==> src/rtl/seven_seg_pkg.sv <==
// Shared seven-segment definitions: segment patterns used by the display
// drivers, 4-bit character codes and the pattern-to-code decoder.
package seven_seg_pkg;

    // Segment patterns, bit 7 = a ... bit 0 = h (dot), dot clear.
    typedef enum logic [7:0] {
        SEG_SPACE = 8'h00,
        SEG_A     = 8'hEE,
        SEG_E     = 8'h9E,
        SEG_F     = 8'h8E,
        SEG_G     = 8'hBC,
        SEG_K     = 8'hAE,
        SEG_O     = 8'hFC,
        SEG_P     = 8'hCE,
        SEG_R     = 8'hCC
    } seg_pattern_e;

    localparam logic [3:0] CODE_SPACE   = 4'h0;
    localparam logic [3:0] CODE_A       = 4'h1;
    localparam logic [3:0] CODE_E       = 4'h2;
    localparam logic [3:0] CODE_F       = 4'h3;
    localparam logic [3:0] CODE_G       = 4'h4;
    localparam logic [3:0] CODE_K       = 4'h5;
    localparam logic [3:0] CODE_O       = 4'h6;
    localparam logic [3:0] CODE_P       = 4'h7;
    localparam logic [3:0] CODE_R       = 4'h8;
    localparam logic [3:0] CODE_UNKNOWN = 4'hF;

    // The dot segment carries no character information, so it is masked.
    function automatic logic [3:0] decode_pattern(input logic [7:0] seg);
        logic [7:0] m;
        logic [3:0] c;
        m = {seg[7:1], 1'b0};
        case (m)
            SEG_SPACE: c = CODE_SPACE;
            SEG_A:     c = CODE_A;
            SEG_E:     c = CODE_E;
            SEG_F:     c = CODE_F;
            SEG_G:     c = CODE_G;
            SEG_K:     c = CODE_K;
            SEG_O:     c = CODE_O;
            SEG_P:     c = CODE_P;
            SEG_R:     c = CODE_R;
            default:   c = CODE_UNKNOWN;
        endcase
        return c;
    endfunction

endpackage

==> src/rtl/seven_seg_word_decoder_dwell_filter.sv <==
// Synchronizes the segment/digit pins and emits one capture per position
// once a one-hot strobe and its pattern have been steady long enough.
module seven_seg_dwell_filter
    import seven_seg_pkg::*;
#(
    parameter int w_digit      = 8,
    parameter int dwell_cycles = 16
) (
    input  logic               clk,
    input  logic               rst,
    input  logic [7:0]         abcdefgh,
    input  logic [w_digit-1:0] digit,
    output logic               capture,
    output logic [w_digit-1:0] pos,
    output logic [7:0]         pattern
);

    localparam int SW = 8 + w_digit;
    localparam int CW = $clog2(dwell_cycles) + 1;
    localparam logic [CW-1:0] CNT_LAST = CW'(dwell_cycles - 1);
    localparam logic [CW-1:0] CNT_FIRE = CW'(dwell_cycles - 2);

    logic [SW-1:0]      meta;
    logic [SW-1:0]      sync;
    logic [SW-1:0]      prev;
    logic [CW-1:0]      cnt;
    logic [w_digit-1:0] sdig;
    logic               one_hot;
    logic               same;
    logic               fire;

    assign sdig    = sync[w_digit-1:0];
    assign one_hot = (sdig != '0) && ((sdig & (sdig - 1'b1)) == '0);
    assign same    = (sync == prev);
    assign fire    = same && one_hot && (cnt == CNT_FIRE);

    // Two-flop synchronizer plus one-cycle history for change detection.
    always_ff @(posedge clk or posedge rst) begin
        if (rst) begin
            meta <= '0;
            sync <= '0;
            prev <= '0;
        end else begin
            meta <= {abcdefgh, digit};
            sync <= meta;
            prev <= sync;
        end
    end

    // Dwell counter saturates at its last value so a held strobe fires once.
    always_ff @(posedge clk or posedge rst) begin
        if (rst) begin
            cnt <= '0;
        end else if (same && one_hot) begin
            if (cnt != CNT_LAST) cnt <= cnt + CW'(1);
        end else begin
            cnt <= '0;
        end
    end

    // Registered capture pulse with the position and pattern that caused it.
    always_ff @(posedge clk or posedge rst) begin
        if (rst) begin
            capture <= 1'b0;
            pos     <= '0;
            pattern <= '0;
        end else begin
            capture <= fire;
            if (fire) begin
                pos     <= sdig;
                pattern <= sync[SW-1 -: 8];
            end
        end
    end

endmodule

==> src/rtl/seven_seg_word_decoder.sv <==
// Rebuilds the displayed word from a sampled multiplexed seven-segment bus
// and reports frame completion, stability, unknown patterns and link loss.
module seven_seg_word_decoder
    import seven_seg_pkg::*;
#(
    parameter int w_digit        = 8,
    parameter int dwell_cycles   = 16,
    parameter int stable_frames  = 2,
    parameter int timeout_cycles = 2 ** 20
) (
    input  logic                 clk,
    input  logic                 rst,
    input  logic [7:0]           abcdefgh,
    input  logic [w_digit-1:0]   digit,
    output logic [4*w_digit-1:0] word,
    output logic                 frame_valid,
    output logic                 word_stable,
    output logic                 bad_pattern,
    output logic                 link_lost
);

    localparam int MW = $clog2(stable_frames) + 1;
    localparam int TW = $clog2(timeout_cycles) + 1;
    localparam logic [MW-1:0] MATCH_MAX = MW'(stable_frames);
    localparam logic [TW-1:0] IDLE_MAX  = TW'(timeout_cycles);
    localparam logic [TW-1:0] IDLE_LAST = TW'(timeout_cycles - 1);

    logic                 capture;
    logic [w_digit-1:0]   pos;
    logic [7:0]           pattern;
    logic [3:0]           code;

    logic [4*w_digit-1:0] stage;
    logic [4*w_digit-1:0] stage_next;
    logic [w_digit-1:0]   seen;
    logic [w_digit-1:0]   seen_next;
    logic [MW-1:0]        match;
    logic [MW-1:0]        match_next;
    logic [TW-1:0]        idle;
    logic                 frame_done;
    logic                 bad_next;

    seven_seg_dwell_filter #(
        .w_digit      (w_digit),
        .dwell_cycles (dwell_cycles)
    ) u_filter (
        .clk      (clk),
        .rst      (rst),
        .abcdefgh (abcdefgh),
        .digit    (digit),
        .capture  (capture),
        .pos      (pos),
        .pattern  (pattern)
    );

    assign code = decode_pattern(pattern);

    // Staging update, frame completion and new-frame status, ahead of the clock.
    always_comb begin
        stage_next = stage;
        seen_next  = seen | pos;
        bad_next   = 1'b0;
        for (int i = 0; i < w_digit; i++) begin
            if (pos[i]) stage_next[4*i +: 4] = code;
        end
        for (int i = 0; i < w_digit; i++) begin
            if (stage_next[4*i +: 4] == CODE_UNKNOWN) bad_next = 1'b1;
        end
        frame_done = capture && (seen_next == '1);
        if (stage_next != word)    match_next = MW'(1);
        else if (match == MATCH_MAX) match_next = match;
        else                       match_next = match + MW'(1);
    end

    // Frame assembly, stability tracking and link timeout; capture beats timeout.
    always_ff @(posedge clk or posedge rst) begin
        if (rst) begin
            word        <= '0;
            frame_valid <= 1'b0;
            word_stable <= 1'b0;
            bad_pattern <= 1'b0;
            link_lost   <= 1'b0;
            stage       <= '0;
            seen        <= '0;
            match       <= '0;
            idle        <= '0;
        end else begin
            frame_valid <= 1'b0;
            if (capture) begin
                idle      <= '0;
                link_lost <= 1'b0;
                stage     <= stage_next;
                if (frame_done) begin
                    word        <= stage_next;
                    frame_valid <= 1'b1;
                    seen        <= '0;
                    bad_pattern <= bad_next;
                    match       <= match_next;
                    word_stable <= (match_next == MATCH_MAX);
                end else begin
                    seen <= seen_next;
                end
            end else if (idle != IDLE_MAX) begin
                idle <= idle + TW'(1);
                if (idle == IDLE_LAST) begin
                    link_lost   <= 1'b1;
                    seen        <= '0;
                    match       <= '0;
                    word_stable <= 1'b0;
                end
            end
        end
    end

endmodule
==> config.mk <==
export PLATFORM = sky130hd
export DESIGN_NAME = seven_seg_word_decoder
export DESIGN_NICKNAME = d
export VERILOG_FILES = /design/src/rtl/seven_seg_pkg.sv /design/src/rtl/seven_seg_word_decoder_dwell_filter.sv /design/src/rtl/seven_seg_word_decoder.sv
export SDC_FILE = /design/constraint.sdc
export NUM_CORES = 1
export LEC_CHECK = 0
export BUFFER_PORTS_ARGS = -buffer_cell sky130_fd_sc_hd__buf_2
export CAP_MARGIN = 40
export CORE_AREA = 2 2 118 120
export DETAILED_ROUTE_END_ITERATION = 10
export DIE_AREA = 0 0 120 122
export PLACE_DENSITY = 0.87
export SETUP_SLACK_MARGIN = 0.3
export SYNTH_ARGS = -nofsm -noshare
export SYNTH_HDL_FRONTEND = slang
export SYNTH_HIERARCHICAL = 1
export SYNTH_SLANG_ARGS = --single-unit
==> constraint.sdc <==
create_clock -name clk -period 4.4 [get_ports clk]
set_input_delay 0.66 -clock clk [delete_from_list [all_inputs] [get_ports clk]]
set_output_delay 0.66 -clock clk [all_outputs]
set_load 0.01 [all_outputs]
==> results.toml, run 1 <==
[timing]
period_share = 0.7137
finalMaxSlewViolations = 0
setup_ws_ps = 1260
hold_violations = 0
max_slew_margin = 0.4905
period_needed_ps = 3140
finClkSkew_ps = 8.657
setup_violations = 0
finalSetupTns_ps = 0
tightestPinTransition_ps = 762.4
rsz0062_at_grt = "false"
fmax_ghz = 0.3185

[critical_path]
cp_data_arrival_time_ps = 3430
cp.required_ps = 4690
critPathKind = "register to register"
cp-start-kind = "register"
cp_max_fo = 15
critPathCaptureType = "register"

[grt]
grt_pass1_wl_mm = 31.46
antenna_found_initial = 0
first_global_vias = 5975
grt_max_degree = 69
grt_overflow = 0
globalRouteTotalUtil = 0.2824

[route]
viasPerCell = 6.008
num_vias = 6164
dr.pass1.iters = 6
wl_per_cell_um = 18.75
drc = 0
wl_mm = 19.24
first_iter_violations = 647
ant_nets = 0

[clock_tree]
ctsHtreeMaxLevel = 4
clockBufferDepth = 2
cts_hold_buf = 0
clkTransAtPathRegs_ps = 70
cts.sinks = 168
post-cts-setup-buffers = 0
insertion_delay_ps = 430
cts_tree = "built"
postCtsResizedCells = 0
cts_buffers = 17
clock_tree.root_cell = "clkbuf_16"

[power]
combPwrFrac = 0.021
pwr-share-seq = 0.500
power_density_nw_per_um2 = 354.4
switching_share = 0.2358
internal_power_mw = 2.421
p_clk_frac = 0.479
p_switching_mw = 0.7472
p_leak_nw = 3.947
ir_drop_uv = 304.8

[cells_and_area]
area_growth_pct = 13.55
n_antenna_cell = 0
final_layout_size_suffix_gt1_frac = 0.1454
final_core_util = 0.6621
nNetsFinal = 857

[yosys]
syn-num-nets = 809
netlist_area_um2 = 7874
syn_avg_cell_area_um2 = 10.03
synth_cells = 785
yosys_warnings = 6

[floorplan]
design.die.area_um2 = 14640
die_w_um = 120
chipHeight_um = 122
num_rows = 43
io_pins = 54
initial_core_util = 0.5831
core_um2 = 13500

[placed_design]
place_congestion = 0.9912
numPortBuffers = 53
place_ws_ps = 1327
dpl.hpwl_mm = 13.13

[run_status]
outcome = "finished, final reports clean"

[run]
maxCapViolCount = 0

[hold_path]
hp-class = "primary input to asynchronous set/reset pin"
## state kept, by name, indices dropped and copies added, names as in the netlist
register	cells
bad_pattern	1
frame_valid	1
idle	21
link_lost	1
match	2
seen	8
stage	32
u_filter/capture	1
u_filter/cnt	5
u_filter/meta	16
u_filter/pattern	7
u_filter/pos	8
u_filter/prev	16
u_filter/sync	16
word	32
word_stable	1
## worst paths after layout
kind                                     startpoint           endpoint  slack (ps)  cells after the start
worst max-delay path            u_filter/pattern[6]           match[0]        1260                      7
worst min-delay path                            rst          link_lost         150                      2
worst max register to register  u_filter/pattern[6]           match[0]        1260                      7
worst min register to register     u_filter/meta[7]   u_filter/sync[7]         350                      0
max in group asynchronous                       rst  u_filter/sync[14]        3140                      3
min in group clk                           digit[2]   u_filter/meta[2]         330                      1
## layout by cell type, fill, tap and decap left out, drive strengths merged, types with 6 or more instances in the layout
| cell | count |
|---|---|
| a21oi | 51 |
| dfrtp | 168 |
| mux2 | 16 |
| nand2b | 12 |
| o22ai | 19 |
| xnor2 | 43 |
| o21ai | 80 |
| xor2 | 27 |
| nand4 | 27 |
| nor2 | 62 |
| ha | 6 |
| buf | 61 |
| nor2b | 12 |
| nand2 | 95 |
| inv | 26 |
| a22oi | 12 |
| nand3 | 17 |
| nor4 | 9 |
| clkbuf | 18 |
| clkinv | 8 |
| nor3 | 7 |
## cell type report
class	instances	area, µm²
multi-input combinational	563	3465
timing repair buffer	61	345.3
fill	1047	4563
clock buffer	18	439.2
inverter	22	85.08
sequential	168	4204
tap	180	225.2
clock inverter	14	177.7
## through the flow
step / hold slack [ps] / instance area (µm²) / total power [mW] / instances
after detailed placement: 335.5 / 8324 / 1.679 / 994
after CTS: 143.4 / 8941 / 3.196 / 1026
after global routing: 153.8 / 8941 / 3.273 / 1026
final: 148.7 / 8941 / 3.169 / 1026
after global placement: 332.8 / 8297 / 1.672 / 993
after floorplan: 331.2 / 7874 / 1.649 / 785
## critical path, stage by stage, from the launching register on
cell and delay, ps:
dfrtp_1 470, or4_1 680, a21o_4 290, nand2_1 450, o22ai_1 140, or4_4 450
or3b_1 370, a2bb2oi_1 140
## per-layer routing
layer	wire, µm	GRT usage
met5	0	0
met4	537	0.1243
met3	1048	0.05478
met2	9481	0.4680
met1	8167	0.3634
## power by group through the flow
stage | clock network (mW) | registers [mW] | logic, mW
2_1_floorplan | 0 | 1.61 | 0.0415
3_3_place_gp | 0 | 1.61 | 0.0606
3_5_place_dp | 0 | 1.61 | 0.0656
4_1_cts | 1.54 | 1.58 | 0.0670
5_1_grt | 1.61 | 1.59 | 0.0743
6_report | 1.52 | 1.58 | 0.0650
No activity file was read; power rests on OpenSTA's default activity.
==> inputs of run 2 (changes only) <==
Settings changed: CORE_AREA 2 2 118 120 to 2 2 123 125, DIE_AREA 0 0 120 122 to 0 0 125 127, PLACE_DENSITY 0.87 to 0.85.
Clock period 4.4 ns to 2.7 ns, I/O delays scaled along.
==> run 2 against run 1 <==
Sequential power is 63% higher. Cell count is 4.8% higher. Design area up 5.2%. Highest routed layer unchanged.
==> results.toml, run 2 (synthesis results as in run 1) <==
[grt]
grt_max_degree = 89
antenna_found_initial = 0
grt_pass1_wl_mm = 32.73
grt_overflow = 0
globalRouteTotalUtil = 0.2627
first_global_vias = 6181

[cells_and_area]
reg.largest.list = "stage x32, word x32, idle x21"
final_common_cell = "dfrtp_1"
n_antenna_cell = 0
multiInputGateArea_um2 = 3552
final_cells = 1075
nNetsFinal = 903
final_core_util = 0.6520
final_cell_mix = "dfrtp_1, nand2_1, o21ai_0"
ff_latch_area_um2 = 4208
area_growth_pct = 19.43
final_cell_area_um2 = 9404
fillers = 1120
final_layout_size_suffix_gt1_frac = 0.2043

[placed_design]
place_congestion = 1.017
place_inst = 1034
dpl.hpwl_mm = 13.74
placed_area_um2 = 8621
numPortBuffers = 53
place_ws_ps = 137.5

[floorplan]
num_rows = 44
core_um2 = 14420
design.die.area_um2 = 15880
io_pins = 54
initial_core_util = 0.5459
die_w_um = 125
chipHeight_um = 127

[critical_path]
cp_data_arrival_time_ps = 2870
cp-start-kind = "register"
critPathCaptureType = "register"
cp_max_fo = 7
cp.required_ps = 2990
critPathKind = "register to register"

[timing]
fmax_ghz = 0.3876
finalSetupTns_ps = 0
setup_violations = 0
period_share = 0.9556
rsz0062_at_grt = "true"
finClkSkew_ps = 11.19
fin_hold_ws_ps = 71.20
period_needed_ps = 2580
hold_violations = 0
max_slew_margin = 0.5079
tightestPinTransition_ps = 735.4
setup_ws_ps = 119.9
finalMaxSlewViolations = 0

[clock_tree]
cts_tree = "built"
cts_buffers = 17
cts.sinks = 168
insertion_delay_ps = 430
clock_tree.root_cell = "clkbuf_16"
clkTransAtPathRegs_ps = 70
ctsHtreeMaxLevel = 4
clockBufferDepth = 2

[power]
finalPower_mw = 5.167
ir_drop_uv = 552.1
p_leak_nw = 4.193
power_density_nw_per_um2 = 549.4

[route]
wl_mm = 20.28
wl_per_cell_um = 18.87
num_vias = 6382
dr.pass1.iters = 5
first_iter_violations = 761
drc = 0
ant_nets = 0
viasPerCell = 5.937

[run]
maxCapViolCount = 0

[hold_path]
hp-class = "primary input to register"

[run_status]
outcome = "finished, final reports clean"
-- run 2: changes by cell type in the layout (fill, tap and decap cells not counted), moves of 2 or more --
cell | before | now
inv_8 | 5 | 3
buf_12 | 0 | 4
nor4_1 | 9 | 6
nor4_2 | 0 | 3
dfrtp_2 | 0 | 3
a21oi_1 | 51 | 49
clkinv_8 | 3 | 0
clkinvlp_4 | 1 | 3
buf_6 | 0 | 2
buf_4 | 7 | 47
a21oi_2 | 0 | 2
dfrtp_1 | 168 | 165
-- run 2: final timing paths --
path	start	end	slack, ps	cells past startpoint
worst max-delay path	u_filter/pattern[7]	match[0]	120	7
worst min-delay path	digit[6]	u_filter/meta[6]	70	1
worst max register to register	u_filter/pattern[7]	match[0]	120	7
worst min register to register	u_filter/meta[15]	u_filter/sync[15]	350	0
max in group asynchronous	rst	u_filter/prev[4]	1430	4
min in group asynchronous	rst	link_lost	480	3
-- run 2: timing repair --
action	CTS	global route
resized for setup	5	15
endpoints found under the hold margin	11	0
cloned	0	0
setup endpoints to repair	18	18
setup buffers	3	6
pin swaps	5	12
hold buffers	1	0
-- run 2: critical path: stages (launching register included) --
cell       delay (ps)
dfrtp_1           380
or4_4             540
a21o_4            260
nand2_4            90
a211oi_1           70
or4_4             540
or3b_1            420
a2bb2oi_2         150
-- run 2: final cells by class --
class | instances | share of cell area
Multi-Input combinational cell | 563 | 0.3777
Clock buffer | 18 | 0.04670
Inverter | 22 | 0.009180
Timing Repair Buffer | 107 | 0.07770
Sequential cell | 168 | 0.4474
Tap cell | 184 | 0.02448
Clock inverter | 13 | 0.01676
-- run 2: power breakdown --
| group | switching, mW | internal, mW | total [mW] |
|---|---|---|---|
| clock network | 1.07 | 1.41 | 2.48 |
| registers | 0.0304 | 2.55 | 2.58 |
| logic | 0.0670 | 0.0390 | 0.106 |
| total | 1.16 | 4.00 | 5.17 |
-- run 2: per-layer routing --
| metal | part of all wire | vias to the layer above | GRT usage |
|---|---|---|---|
| li1 | - | 2963 | - |
| met1 | 0.41 | 3064 | 0.3389 |
| met2 | 0.48 | 281 | 0.4198 |
| met3 | 0.069 | 74 | 0.06575 |
| met4 | 0.044 | 0 | 0.1268 |
| met5 | 0 | - | 0 |
==> inputs of run 3 (changes only) <==
Settings changed: BUFFER_PORTS_ARGS -buffer_cell sky130_fd_sc_hd__buf_2 to unset, CORE_AREA 2 2 123 125 to 2 2 122 124, DIE_AREA 0 0 125 127 to 0 0 124 126, DONT_BUFFER_PORTS set to 1, PLACE_DENSITY 0.85 to 0.83, SYNTH_HIERARCHICAL 1 to unset.
==> run 3 against run 2 <==
The flow now finishes with violations (hold timing). Combinational power barely moved. Fmax is 1.0% lower. Critical path depth increased by 3. Clock power decreased by 8.1%. Routed wire length rose by 15%. Flip-flop and latch count stayed put. Cell count rose by 2.3%. Clock-buffer cell count stayed put. Highest routed layer is now met5.
==> results.toml, run 3 <==
[timing]
finalSetupTns_ps = 0
period_needed_ps = 2607
max_slew_margin = 0.5447
rsz0062_at_grt = "true"
fmax_ghz = 0.3835
hold_violations = 1
period_share = 0.9657
tightestPinTransition_ps = 680.4
finClkSkew_ps = 10.41
finalMaxSlewViolations = 0
fin_hold_ws_ps = -1.754
setup_violations = 0

[route]
drc = 0
ant_nets = 0
wl_mm = 23.33
dr.pass1.iters = 5
num_vias = 6712
first_iter_violations = 561
wl_per_cell_um = 21.21
viasPerCell = 6.102

[yosys]
synth.distinct_cells = 70
yosys_warnings = 0
synth_most_common_cell = "dfrtp_1"
yosysTopAreaCellShare = 0.5246
synth_seq_cells = 168
seq_area_frac_synth = 0.5246
synth-async-reset-ratio = 1.000
synth-simple-area-share = 0.1708
syn-num-nets = 835
netlist_area_um2 = 8014
synth_common_cells = "dfrtp_1, nand2_1, o21ai_0"
synth_top_family_by_area = "simple AND/OR/NAND/NOR gates"
synth_fa_ha_area_frac = 0.009368
synth_top_area_cell = "dfrtp_1"
yosys-top-cells-area = "dfrtp_1, xnor2_1, o21ai_0, nand2_1, a21oi_1"
synthXorXnorAreaFrac = 0.07432
muxShareOfSynthArea = 0.04215
synth_cells = 811
synth-compound-area-share = 0.1464
ys.flop_type = "dfrtp_1"
syn_avg_cell_area_um2 = 9.882
synth-edff-count = 0

[critical_path]
cpPeakStageDelay_ps = 530
cp_max_fo = 6
cp-start-kind = "register"
critPathBufInv = 3
cp.required_ps = 3020
critPathCaptureType = "register"
cp_data_arrival_time_ps = 2930
cp_slowest_cell = "or4bb_4"
path_cells = "buf_6, buf_6, or4bb_4, a31oi_4, or2_4, buf_4, o22a_1, a31o_2, nand3_1, o41a_1"
critPathKind = "register to register"
path_common_cell = "buf_6"
critPathTopFamily = "compound AO/OA/AOI/OAI gates"

[cells_and_area]
final_common_cell = "dfrtp_1"
reg.largest.list = "stage x32, word x32, idle x21"
multiInputGateArea_um2 = 3739
final_cells = 1100
final_cell_mix = "dfrtp_1, nand2_1, buf_4"
nNetsFinal = 927
final_layout_size_suffix_gt1_frac = 0.1976
n_antenna_cell = 0
fillers = 1058
area_growth_pct = 21.73
ff_latch_area_um2 = 4204

[floorplan]
initial_core_util = 0.5599
die_w_um = 124
io_pins = 54
design.die.area_um2 = 15620
chipHeight_um = 126
num_rows = 44
core_um2 = 14310

[placed_design]
numPortBuffers = 0
place_inst = 1034
dpl.hpwl_mm = 16.09
place_congestion = 0.9840

[run]
maxCapViolCount = 0

[grt]
first_global_vias = 6640
antenna_found_initial = 1
grt_overflow = 0
grt_pass1_wl_mm = 36.36
globalRouteTotalUtil = 0.3094
grt_max_degree = 121

[clock_tree]
cts_tree = "built"
clkTransAtPathRegs_ps = 70
clockBufferDepth = 2
cts.sinks = 168
ctsHtreeMaxLevel = 4
cts_buffers = 17
clock_tree.root_cell = "clkbuf_16"
insertion_delay_ps = 430

[power]
power_density_nw_per_um2 = 509.3
ir_drop_uv = 593.2
finalPower_mw = 4.968
p_leak_nw = 4.221

[hold_path]
hp-class = "primary input to asynchronous set/reset pin"

[run_status]
failed_checks = "hold timing"
outcome = "finished with violations"
-- run 3: logic make-up (layout without fill, tap and decap cells) --
family	count (synthesis)	count (layout)
AOI/OAI and AO/OA	199	199
xor gates and xnor gates	68	68
adders and majority gates	6	6
buffers and inverters	62	167
DFF	168	168
muxes	29	29
and+or+nand+nor	279	279
-- run 3: area by class of cell --
cell class	count	area share
tap	184	0.02360
timing repair buffer	114	0.09709
inverter	21	0.008465
clock inverter	14	0.01167
clock buffer	18	0.04502
sequential	168	0.4309
multi-input combinational	581	0.3832
-- run 3: report_power, final --
part / total, mW / internal [mW] / switching [mW]
combinational: 0.109 / 0.0404 / 0.0686
clock: 2.28 / 1.22 / 1.06
sequential: 2.58 / 2.55 / 0.0254
-- run 3: worst paths after layout --
| check | start | to | slack, ps | cells after the start |
|---|---|---|---|---|
| worst max-delay path | u_filter.pattern[5] | match[0] | 90 | 10 |
| worst min-delay path | rst | word[24] | -2 | 2 |
| worst max register to register | u_filter.pattern[5] | match[0] | 90 | 10 |
| worst min register to register | u_filter.meta[12] | u_filter.sync[12] | 350 | 0 |
| max in group asynchronous | rst | stage[0] | 2200 | 2 |
| min in group clk | u_filter.meta[12] | u_filter.sync[12] | 350 | 0 |
-- run 3: worst reg2reg max path: stages (launching register included) --
cell	delay (ps)
dfrtp_1	400
buf_6	140
buf_6	120
or4bb_4	530
a31oi_4	220
or2_4	170
buf_4	120
o22a_1	130
a31o_2	160
nand3_1	110
o41a_1	390
-- run 3: stage by stage --
stage                     setup WS, ps  area (µm²)  hold slack (ps)    util
after floorplan                  41.68        8071            331.2       -
after global placement           40.60        8723            331.6  0.6094
after detailed placement        -61.27        8723            335.5  0.6094
after CTS                        109.0        9629            60.74  0.6727
after global routing            -16.41        9756            90.51  0.6816
final                            92.59        9756           -1.754  0.6816
-- run 3: what timing repair did --
item	4_1_cts	5_1_grt
pin swaps	11	7
resized for setup	28	14
buffers inserted	10	8
hold buffers	16	0
setup endpoints to repair	20	36
endpoints found under the hold margin	16	0
-- run 3: per-layer routing --
layer | track usage | share of wire
met5 | 0 | 0.00043
met3 | 0.07111 | 0.081
met4 | 0.1540 | 0.051
met1 | 0.3982 | 0.39
met2 | 0.4910 | 0.47
